[src/rtl/cnt_uart_pkg.sv]
// Shared definitions for the frame-counter UART reporter: packet layout constants,
// sequencer states and the packet byte selector.
package cnt_uart_pkg;

    localparam logic [7:0]  HDR_BYTE      = 8'hA5;
    localparam int unsigned PKT_BYTES     = 6;
    localparam int unsigned BITS_PER_BYTE = 10;

    typedef enum logic [2:0] {
        StIdle,
        StLoad,
        StStart,
        StData,
        StStop
    } seq_state_e;

    // Byte idx of the packet: header, counter MSB..LSB, then the XOR checksum.
    function automatic logic [7:0] pkt_byte(input logic [2:0] idx, input logic [31:0] snap);
        logic [7:0] b;
        case (idx)
            3'd0:    b = HDR_BYTE;
            3'd1:    b = snap[31:24];
            3'd2:    b = snap[23:16];
            3'd3:    b = snap[15:8];
            3'd4:    b = snap[7:0];
            default: b = snap[31:24] ^ snap[23:16] ^ snap[15:8] ^ snap[7:0];
        endcase
        return b;
    endfunction

endpackage

[src/rtl/uart_tx_byte.sv]
// 8N1 byte serialiser. A load during the last stop-bit cycle chains the next byte
// with no idle gap; done flags that last cycle.
module uart_tx_byte
    import cnt_uart_pkg::*;
#(
    parameter int unsigned CLK_DIV = 868
) (
    input  logic       clk,
    input  logic       rst_n,
    input  logic [7:0] data,
    input  logic       load,
    output logic       txd,
    output logic       done
);

    localparam int unsigned     CntW    = (CLK_DIV > 1) ? $clog2(CLK_DIV) : 1;
    localparam logic [CntW-1:0] CntLast = CntW'(CLK_DIV - 1);

    seq_state_e      phase_q, phase_d;
    logic [CntW-1:0] bit_cnt_q, bit_cnt_d;
    logic [2:0]      bit_idx_q, bit_idx_d;
    logic [7:0]      shift_q, shift_d;
    logic            txd_q, txd_d;
    logic            bit_end;

    assign bit_end = (bit_cnt_q == CntLast);
    assign done    = (phase_q == StStop) && bit_end;
    assign txd     = txd_q;

    always_comb begin
        phase_d   = phase_q;
        bit_cnt_d = bit_end ? '0 : bit_cnt_q + 1'b1;
        bit_idx_d = bit_idx_q;
        shift_d   = shift_q;
        unique case (phase_q)
            StStart: begin
                if (bit_end) begin
                    phase_d   = StData;
                    bit_idx_d = '0;
                end
            end
            StData: begin
                if (bit_end) begin
                    shift_d = shift_q >> 1;
                    if (bit_idx_q == 3'd7) begin
                        phase_d = StStop;
                    end else begin
                        bit_idx_d = bit_idx_q + 3'd1;
                    end
                end
            end
            StStop: begin
                if (bit_end) phase_d = StIdle;
            end
            default: begin
                phase_d   = StIdle;
                bit_cnt_d = '0;
            end
        endcase
        if (load) begin
            phase_d   = StStart;
            bit_cnt_d = '0;
            bit_idx_d = '0;
            shift_d   = data;
        end
        // Line level is registered from the next state so it changes exactly on bit edges.
        case (phase_d)
            StStart: txd_d = 1'b0;
            StData:  txd_d = shift_d[0];
            default: txd_d = 1'b1;
        endcase
    end

    always_ff @(posedge clk) begin
        if (!rst_n) begin
            phase_q   <= StIdle;
            bit_cnt_q <= '0;
            bit_idx_q <= '0;
            shift_q   <= '0;
            txd_q     <= 1'b1;
        end else begin
            phase_q   <= phase_d;
            bit_cnt_q <= bit_cnt_d;
            bit_idx_q <= bit_idx_d;
            shift_q   <= shift_d;
            txd_q     <= txd_d;
        end
    end

endmodule

[src/rtl/cnt_uart_reporter.sv]
// Snapshots the 32-bit frame counter and sends it as a 6-byte UART packet,
// periodically and on request; triggers during a packet collapse into one pending report.
module cnt_uart_reporter
    import cnt_uart_pkg::*;
#(
    parameter int unsigned CLK_DIV       = 868,
    parameter int unsigned REPORT_PERIOD = 100_000_000
) (
    input  logic       clk,
    input  logic       rst_n,
    input  logic [7:0] cnt1,
    input  logic [7:0] cnt2,
    input  logic [7:0] cnt3,
    input  logic [7:0] cnt4,
    input  logic       start,
    output logic       txd,
    output logic       busy,
    output logic       frame_done
);

    localparam int unsigned     PerW    = (REPORT_PERIOD > 1) ? $clog2(REPORT_PERIOD) : 1;
    localparam logic [PerW-1:0] PerLast = PerW'(REPORT_PERIOD - 1);

    seq_state_e      state_q, state_d;
    logic [PerW-1:0] period_q;
    logic [31:0]     snap_q, snap_d;
    logic [2:0]      byte_idx_q, byte_idx_d, load_idx;
    logic            busy_q, busy_d;
    logic            pending_q, pending_d;
    logic            frame_done_q, frame_done_d;
    logic            tick, trigger, tx_load, tx_done;

    assign tick       = (period_q == PerLast);
    assign trigger    = start | tick;
    assign busy       = busy_q;
    assign frame_done = frame_done_q;

    always_comb begin
        state_d      = state_q;
        snap_d       = snap_q;
        byte_idx_d   = byte_idx_q;
        busy_d       = busy_q;
        pending_d    = pending_q;
        frame_done_d = 1'b0;
        tx_load      = 1'b0;
        load_idx     = byte_idx_q;
        unique case (state_q)
            StIdle: begin
                if (trigger) begin
                    snap_d     = {cnt4, cnt3, cnt2, cnt1};
                    byte_idx_d = '0;
                    busy_d     = 1'b1;
                    state_d    = StLoad;
                end
            end
            StLoad: begin
                tx_load  = 1'b1;
                load_idx = '0;
                state_d  = StData;
                if (trigger) pending_d = 1'b1;
            end
            StData: begin
                if (trigger) pending_d = 1'b1;
                if (tx_done) begin
                    if (byte_idx_q != 3'(PKT_BYTES - 1)) begin
                        tx_load    = 1'b1;
                        load_idx   = byte_idx_q + 3'd1;
                        byte_idx_d = byte_idx_q + 3'd1;
                    end else begin
                        frame_done_d = 1'b1;
                        byte_idx_d   = '0;
                        // A trigger on this very edge still finds busy high, so it chains too.
                        if (pending_q || trigger) begin
                            pending_d = 1'b0;
                            snap_d    = {cnt4, cnt3, cnt2, cnt1};
                            state_d   = StLoad;
                        end else begin
                            busy_d  = 1'b0;
                            state_d = StIdle;
                        end
                    end
                end
            end
            default: state_d = StIdle;
        endcase
    end

    always_ff @(posedge clk) begin
        if (!rst_n) begin
            state_q      <= StIdle;
            period_q     <= '0;
            snap_q       <= '0;
            byte_idx_q   <= '0;
            busy_q       <= 1'b0;
            pending_q    <= 1'b0;
            frame_done_q <= 1'b0;
        end else begin
            state_q      <= state_d;
            period_q     <= tick ? '0 : period_q + 1'b1;
            snap_q       <= snap_d;
            byte_idx_q   <= byte_idx_d;
            busy_q       <= busy_d;
            pending_q    <= pending_d;
            frame_done_q <= frame_done_d;
        end
    end

    uart_tx_byte #(
        .CLK_DIV(CLK_DIV)
    ) u_tx (
        .clk  (clk),
        .rst_n(rst_n),
        .data (pkt_byte(load_idx, snap_q)),
        .load (tx_load),
        .txd  (txd),
        .done (tx_done)
    );

endmodule

[config.mk]
export PLATFORM = sky130hd
export DESIGN_NAME = cnt_uart_reporter
export DESIGN_NICKNAME = d
export VERILOG_FILES = /design/src/rtl/cnt_uart_pkg.sv /design/src/rtl/uart_tx_byte.sv /design/src/rtl/cnt_uart_reporter.sv
export SDC_FILE = /design/constraint.sdc
export NUM_CORES = 1
export LEC_CHECK = 0
export CAP_MARGIN = 0
export CORE_MARGIN = 2
export CORE_UTILIZATION = 55
export DETAILED_ROUTE_END_ITERATION = 6
export PLACE_DENSITY = 0.83
export SLEW_MARGIN = 40
export SYNTH_ARGS = -nofsm -noshare
export SYNTH_HDL_FRONTEND = slang
export SYNTH_SLANG_ARGS = --single-unit
[constraint.sdc]
create_clock -name clk -period 3.3 [get_ports clk]
set_input_delay 0.66 -clock clk [delete_from_list [all_inputs] [get_ports clk]]
set_output_delay 0.66 -clock clk [all_outputs]
set_load 0.005 [all_outputs]
==> metrics.cfg <==
[status]
status=completed

[cts]
cts-resized-gates=0
numCtsBuffers=9
clk_latency_ps=370
htree_levels=3
cts-hold-fix-buffers=0
cts_buffer_depth=2
cts_tree=built
cts.sinks=92
cts_setup_buffers=0
cts-root-buf=clkbuf_8
clk_pin_slew_ps=90

[routing]
drc=0
drtPass1Iterations=6
wl_mm=9.72
post_drt_wl_per_cell_um=13.9
via_count=4053
drt_iter0_drc=399
avgViaCountPerCell=5.80
final_antenna_net_count=0

[synth]
synth_warnings=0
synth_top_area_cell=dfxtp_1
synth.top_cell.area_share=0.401
synth_edf_count=0
postSynthNetCount=599
synth_ff_type=dfxtp_1
synthTopCellsByCount=92 x dfxtp_1, 72 x nand2_1, 62 x nor2_1, 52 x nand3_1, 47 x o21ai_0
yosysUniqueCellTypes=63
yosysMostFrequentCell=dfxtp_1
netlist_instances=557
syn_avg_cell_area_um2=8.25
synthTopCellsByArea=dfxtp_1 40%, nand2_1 5.9%, nand3_1 5.7%
syn_area_um2=4600
seq_area_frac_synth=0.401
yosys_register_bits=92
postSynth.asyncResetShare=0

[placement]
dp_cells=683
port_buffers=37
gp_congestion=0.871
dp_hpwl_mm=6.97

[sta]
setup_viol=0
slew_viol_final=0
rsz0062_at_grt=false
fin_tns_setup_ps=0
relSlewSlack=0.519
fin_crit_sh=0.841
skew_ps=9.29
fmax_mhz=360
final.min_clock_period_ps=2780
hold_viol=0
tightest_slew_ps=719

[min_path]
hold_path.class=reg2reg
min_from=u_tx.bit_cnt_q[0]
min_to=u_tx.bit_cnt_q[0]
min_path_cells=1

[run]
max_cap_viol_count=0

[global_route]
busiest_layer=met2
use_met1=0.321
grt_max_degree=69
grt_overflow=0
use_met3=0.0530
grt_use_met2=0.346
grt_pass1_wl_mm=16.5
grt_antenna_before_repair=0
first_global_vias=3601
grt.total_usage=0.228

[setup_path]
timing.rr.end=snap_q[15]
start_kind=flip-flop
cp-end-kind=flip-flop
r2r_start=period_q[0]
arrival_ps=3060
ff2ff_path_depth=9
cp.required_ps=3580
timing.reg2reg.setup_slack_ps=520
crit_fanout=64
crit_type=reg2reg

[power]
p_per_area_nw_per_um2=428
power.total_mw=2.27
vdd_drop_max_mv=0.264
power_leakage_nw=1.96

[cells_and_area]
drive_above_1_share=0.0690
fin_cells=699
antenna_cells=0
fill_cells=687
area_growth_pct=15.2
final_nets=631

[floorplanning]
std_cell_rows=33
core-area_um2=8180
start_util=0.562
die-area_um2=9100
die_width_um=95.4
fp.dieH_um=95.4
ios=38

## state kept, by name (all words and copies together), names as in the netlist
signal          cells
u_tx.txd            1
u_tx.bit_idx_q      3
u_tx.shift_q        8
u_tx.phase_q        3
u_tx.bit_cnt_q     10
period_q           27
pending_q           1
state_q             2
snap_q             32
frame_done          1
byte_idx_q          3
busy                1
## power by group
group	switching (mW)	leakage (nW)	total [mW]	internal [mW]
logic	0.110	1.10	0.224	0.114
clock network	0.396	0.106	0.846	0.450
registers	0.0440	0.749	1.20	1.15
## cell usage in the layout (no fill, tap or decap), types with 3 or more instances in the layout
master / Yosys / layout
nor2b_1: 4 / 4
ha_1: 7 / 7
clkbuf_8: 0 / 10
nand2_1: 72 / 72
a221oi_1: 3 / 3
a311oi_1: 4 / 4
and3_1: 6 / 6
or4_1: 3 / 3
a31oi_1: 5 / 5
nand4_1: 8 / 8
or3_1: 4 / 4
xnor2_1: 24 / 24
a21oi_1: 19 / 19
nand3_1: 52 / 52
clkdlybuf4s50_1: 0 / 36
o41ai_4: 2 / 3
inv_1: 12 / 12
nor3_1: 6 / 6
o22ai_1: 6 / 6
and4_1: 4 / 4
xor2_1: 27 / 27
dfxtp_1: 92 / 92
o21ai_0: 47 / 47
nor2_1: 62 / 62
mux2i_1: 12 / 12
buf_4: 2 / 8
nand2b_1: 4 / 4
## final cells by class
cell class,count,area [µm²],share of cell area
Clock buffer,11,141,0.0267
Tap cell,105,131,0.0248
Clock inverter,5,83.8,0.0158
Timing Repair Buffer,46,445,0.0841
Multi-Input combinational cell,428,2610,0.492
Sequential cell,92,1840,0.348
Inverter,12,45.0,0.00851
## logic make-up (layout without fill, tap and decap cells)
logic type / after synthesis / in the layout / synth area share
simple gates: 243 / 243 / 0.252
xor+xnor: 51 / 51 / 0.0972
mux: 15 / 15 / 0.0359
compound gates: 112 / 112 / 0.160
buf+inv: 37 / 74 / 0.0351
flops: 92 / 92 / 0.401
fa+ha+maj: 7 / 7 / 0.0191
## critical path: stages (launching register included)
cell and delay (ps):
dfxtp_1 380, ha_1 220, nand2_1 90, or4_1 580, o41ai_4 500, nor2_2 110
o41ai_4 280, buf_12 270, nand3_1 130, o21ai_0 120
## routing by layer
metal	part of all wire	wire length, µm	up-vias
met1	0.48	4710	1896
met4	0.014	140	0
met5	0	0	-
met2	0.45	4360	113
met3	0.052	506	14
li1	-	-	2030
## stage by stage
stage / setup slack (ps) / hold WS, ps / cell area, µm² / utilization
after floorplan: 739 / 418 / 4600 / -
after global placement: 655 / 431 / 5070 / 0.620
after detailed placement: 571 / 455 / 5070 / 0.620
after CTS: 492 / 474 / 5290 / 0.648
after global routing: 212 / 506 / 5290 / 0.648
final: 524 / 463 / 5290 / 0.648
## how the worst max path moves through the flow
stage / from / end / slack, ps / cells after the start
6_report: period_q[0] / snap_q[15] / 520 / 9
5_1_grt: period_q[0] / snap_q[15] / 210 / 9
4_1_cts: period_q[0] / snap_q[15] / 490 / 9
3_5_place_dp: period_q[0] / snap_q[13] / 570 / 9
3_3_place_gp: u_tx.phase_q[0] / u_tx.shift_q[2] / 650 / 8
2_1_floorplan: period_q[0] / snap_q[16] / 740 / 9
Power figures use the tool's default switching activity.
==> variant: new RTL, same flow settings <==
`CLK_DIV` is set to 868 in 2 places; all go to 434.
--- a/src/rtl/uart_tx_byte.sv
+++ b/src/rtl/uart_tx_byte.sv
@@ -5,3 +5,3 @@
 #(
-    parameter int unsigned CLK_DIV = 868
+    parameter int unsigned CLK_DIV = 434
 ) (
--- a/src/rtl/cnt_uart_reporter.sv
+++ b/src/rtl/cnt_uart_reporter.sv
@@ -5,3 +5,3 @@
 #(
-    parameter int unsigned CLK_DIV       = 868,
+    parameter int unsigned CLK_DIV       = 434,
     parameter int unsigned REPORT_PERIOD = 100_000_000
Check against the original RTL: same outputs for any inputs over 10 cycles, from zero or initial values and one cycle with rst_n low; that may be too few to reach the edited logic, so the function may still have changed.
==> variant against the original RTL <==
- die area decreased by 4.4%
- clock skew increased by 0.0013 ns
- sequential share of layout area increased by 1.8 points
- power decreased by 8.8%
- clock power decreased by 19%
- setup slack got worse by 0.14 ns
- count of clock-buffer cells in the layout decreased by 2
- sequential cell count decreased by 1
- final area decreased by 5.9%
- routed wire length decreased by 2.6%
- combinational power decreased by 9.4%
- via count decreased by 6.2%
- synthesized area decreased by 4.5%
- largest power group unchanged
==> variant: results (changes against the original RTL) <==
outcome:
  status: "completed"  # unchanged
place:
  dp.cells: 646  # was 683
  postPlaceCellArea_sq_um: 4800  # was 5070 sq um
  dpl_worst_slack_ns: 0.461  # was 0.571 ns
  routabilityCongestion: 0.909  # was 0.871
sta:
  whs_ns: 0.488  # was 0.463 ns
  tightest_slew_ns: 0.789  # was 0.719 ns
  fmax_mhz: 343  # was 360 MHz
  clock_skew_ns: 0.0106  # was 0.00929 ns
drt:
  via_per_inst: 5.74  # was 5.80
  drt-initial-drc-count: 275  # was 399
  wl_met1_um: 4340  # was 4710 um
pwr:
  p_leak_nw: 1.81  # was 1.96 nW
  peakVddDrop_v: 0.000216  # was 0.000264 V
  seq_power_share: 0.570  # was 0.528
critical_path:
  crit_end: "u_tx.shift_q[6]"  # was snap_q[15]
  crit_path_top_delay_cell: "a221oi_2"  # was or4_1
  ff2ff_path_depth: 11  # was 9
  crit_path_start: "byte_idx_q[0]"  # was period_q[0]
  worst_path_largest_cell_delay_ns: 0.54  # was 0.58 ns
layout:
  seqCellArea_sq_um: 1820  # was 1840 sq um
  num-multi-input-gates: 399  # was 428
  clock_area_frac: 0.0357  # was 0.0425
  layout-drive-gt1-share: 0.0589  # was 0.0690
  reg_top3: "snap_q x32, period_q x27, u_tx.bit_cnt_q x9"  # was snap_q x32, period_q x27, u_tx.bit_cnt_q x10
  n_fill_cell: 660  # was 687
  multi_input_area_sq_um: 2400  # was 2610 sq um
  nNonClkBuffers: 42  # was 46
  fin_nets: 598  # was 631
global_routing:
  grt_pass1_vias: 3615  # was 3,601
  grtUsageMet1: 0.300  # was 0.321
  grt.total_usage: 0.228  # about the same
  met3_usage: 0.0459  # was 0.0530
  grt_max_degree: 65  # was 69
  met2_usage: 0.365  # was 0.346
floorplan:
  core_sq_um: 7730  # was 8180 sq um
synthesis:
  synth_top_cells_by_area: "dfxtp_1 (42%), nor2_1 (6.2%), nand3_1 (5.9%)"  # was dfxtp_1 (40%), nand2_1 (5.9%), nand3_1 (5.7%)
  synthTopCellsByCount: "dfxtp_1 (91), nor2_1 (73), nand3_1 (52)"  # was dfxtp_1 (92), nand2_1 (72), nor2_1 (62)
  synth.distinct_cells: 55  # was 63
  ys_ff_latch: 91  # was 92
min_path:
  hp-start: "snap_q[15]"  # was u_tx.bit_cnt_q[0]
  holdPathEnd: "snap_q[15]"  # was u_tx.bit_cnt_q[0]
## variant: cell count changes after synthesis, sizes merged, moves of 4 or more
cell	unedited run	this run
nand4	8	3
o32ai	0	4
o22ai	6	1
nand2	72	52
nor2b	4	0
a311oi	4	0
xnor2	24	28
nor2	64	73
o21ai	49	45
a21oi	19	13
nor3	6	13
o2bb2ai	0	4
## variant: tightest hold or removal path, delay by kind of cell, from the launching register on
kind | cells | cell delay (ns)
AOI/OAI and AO/OA | 1 | 0.07
DFF | 1 | 0.32
and+or+nand+nor | 1 | 0.06
## variant: cell families after synthesis
logic type,share of synthesized area
multiplexers,0.0228
XOR/XNOR,0.106
flip-flops,0.415
buffers and inverters,0.0393
AO/OA/AOI/OAI,0.145
adder cells (fa/ha/maj),0.0228
AND/OR/NAND/NOR,0.250
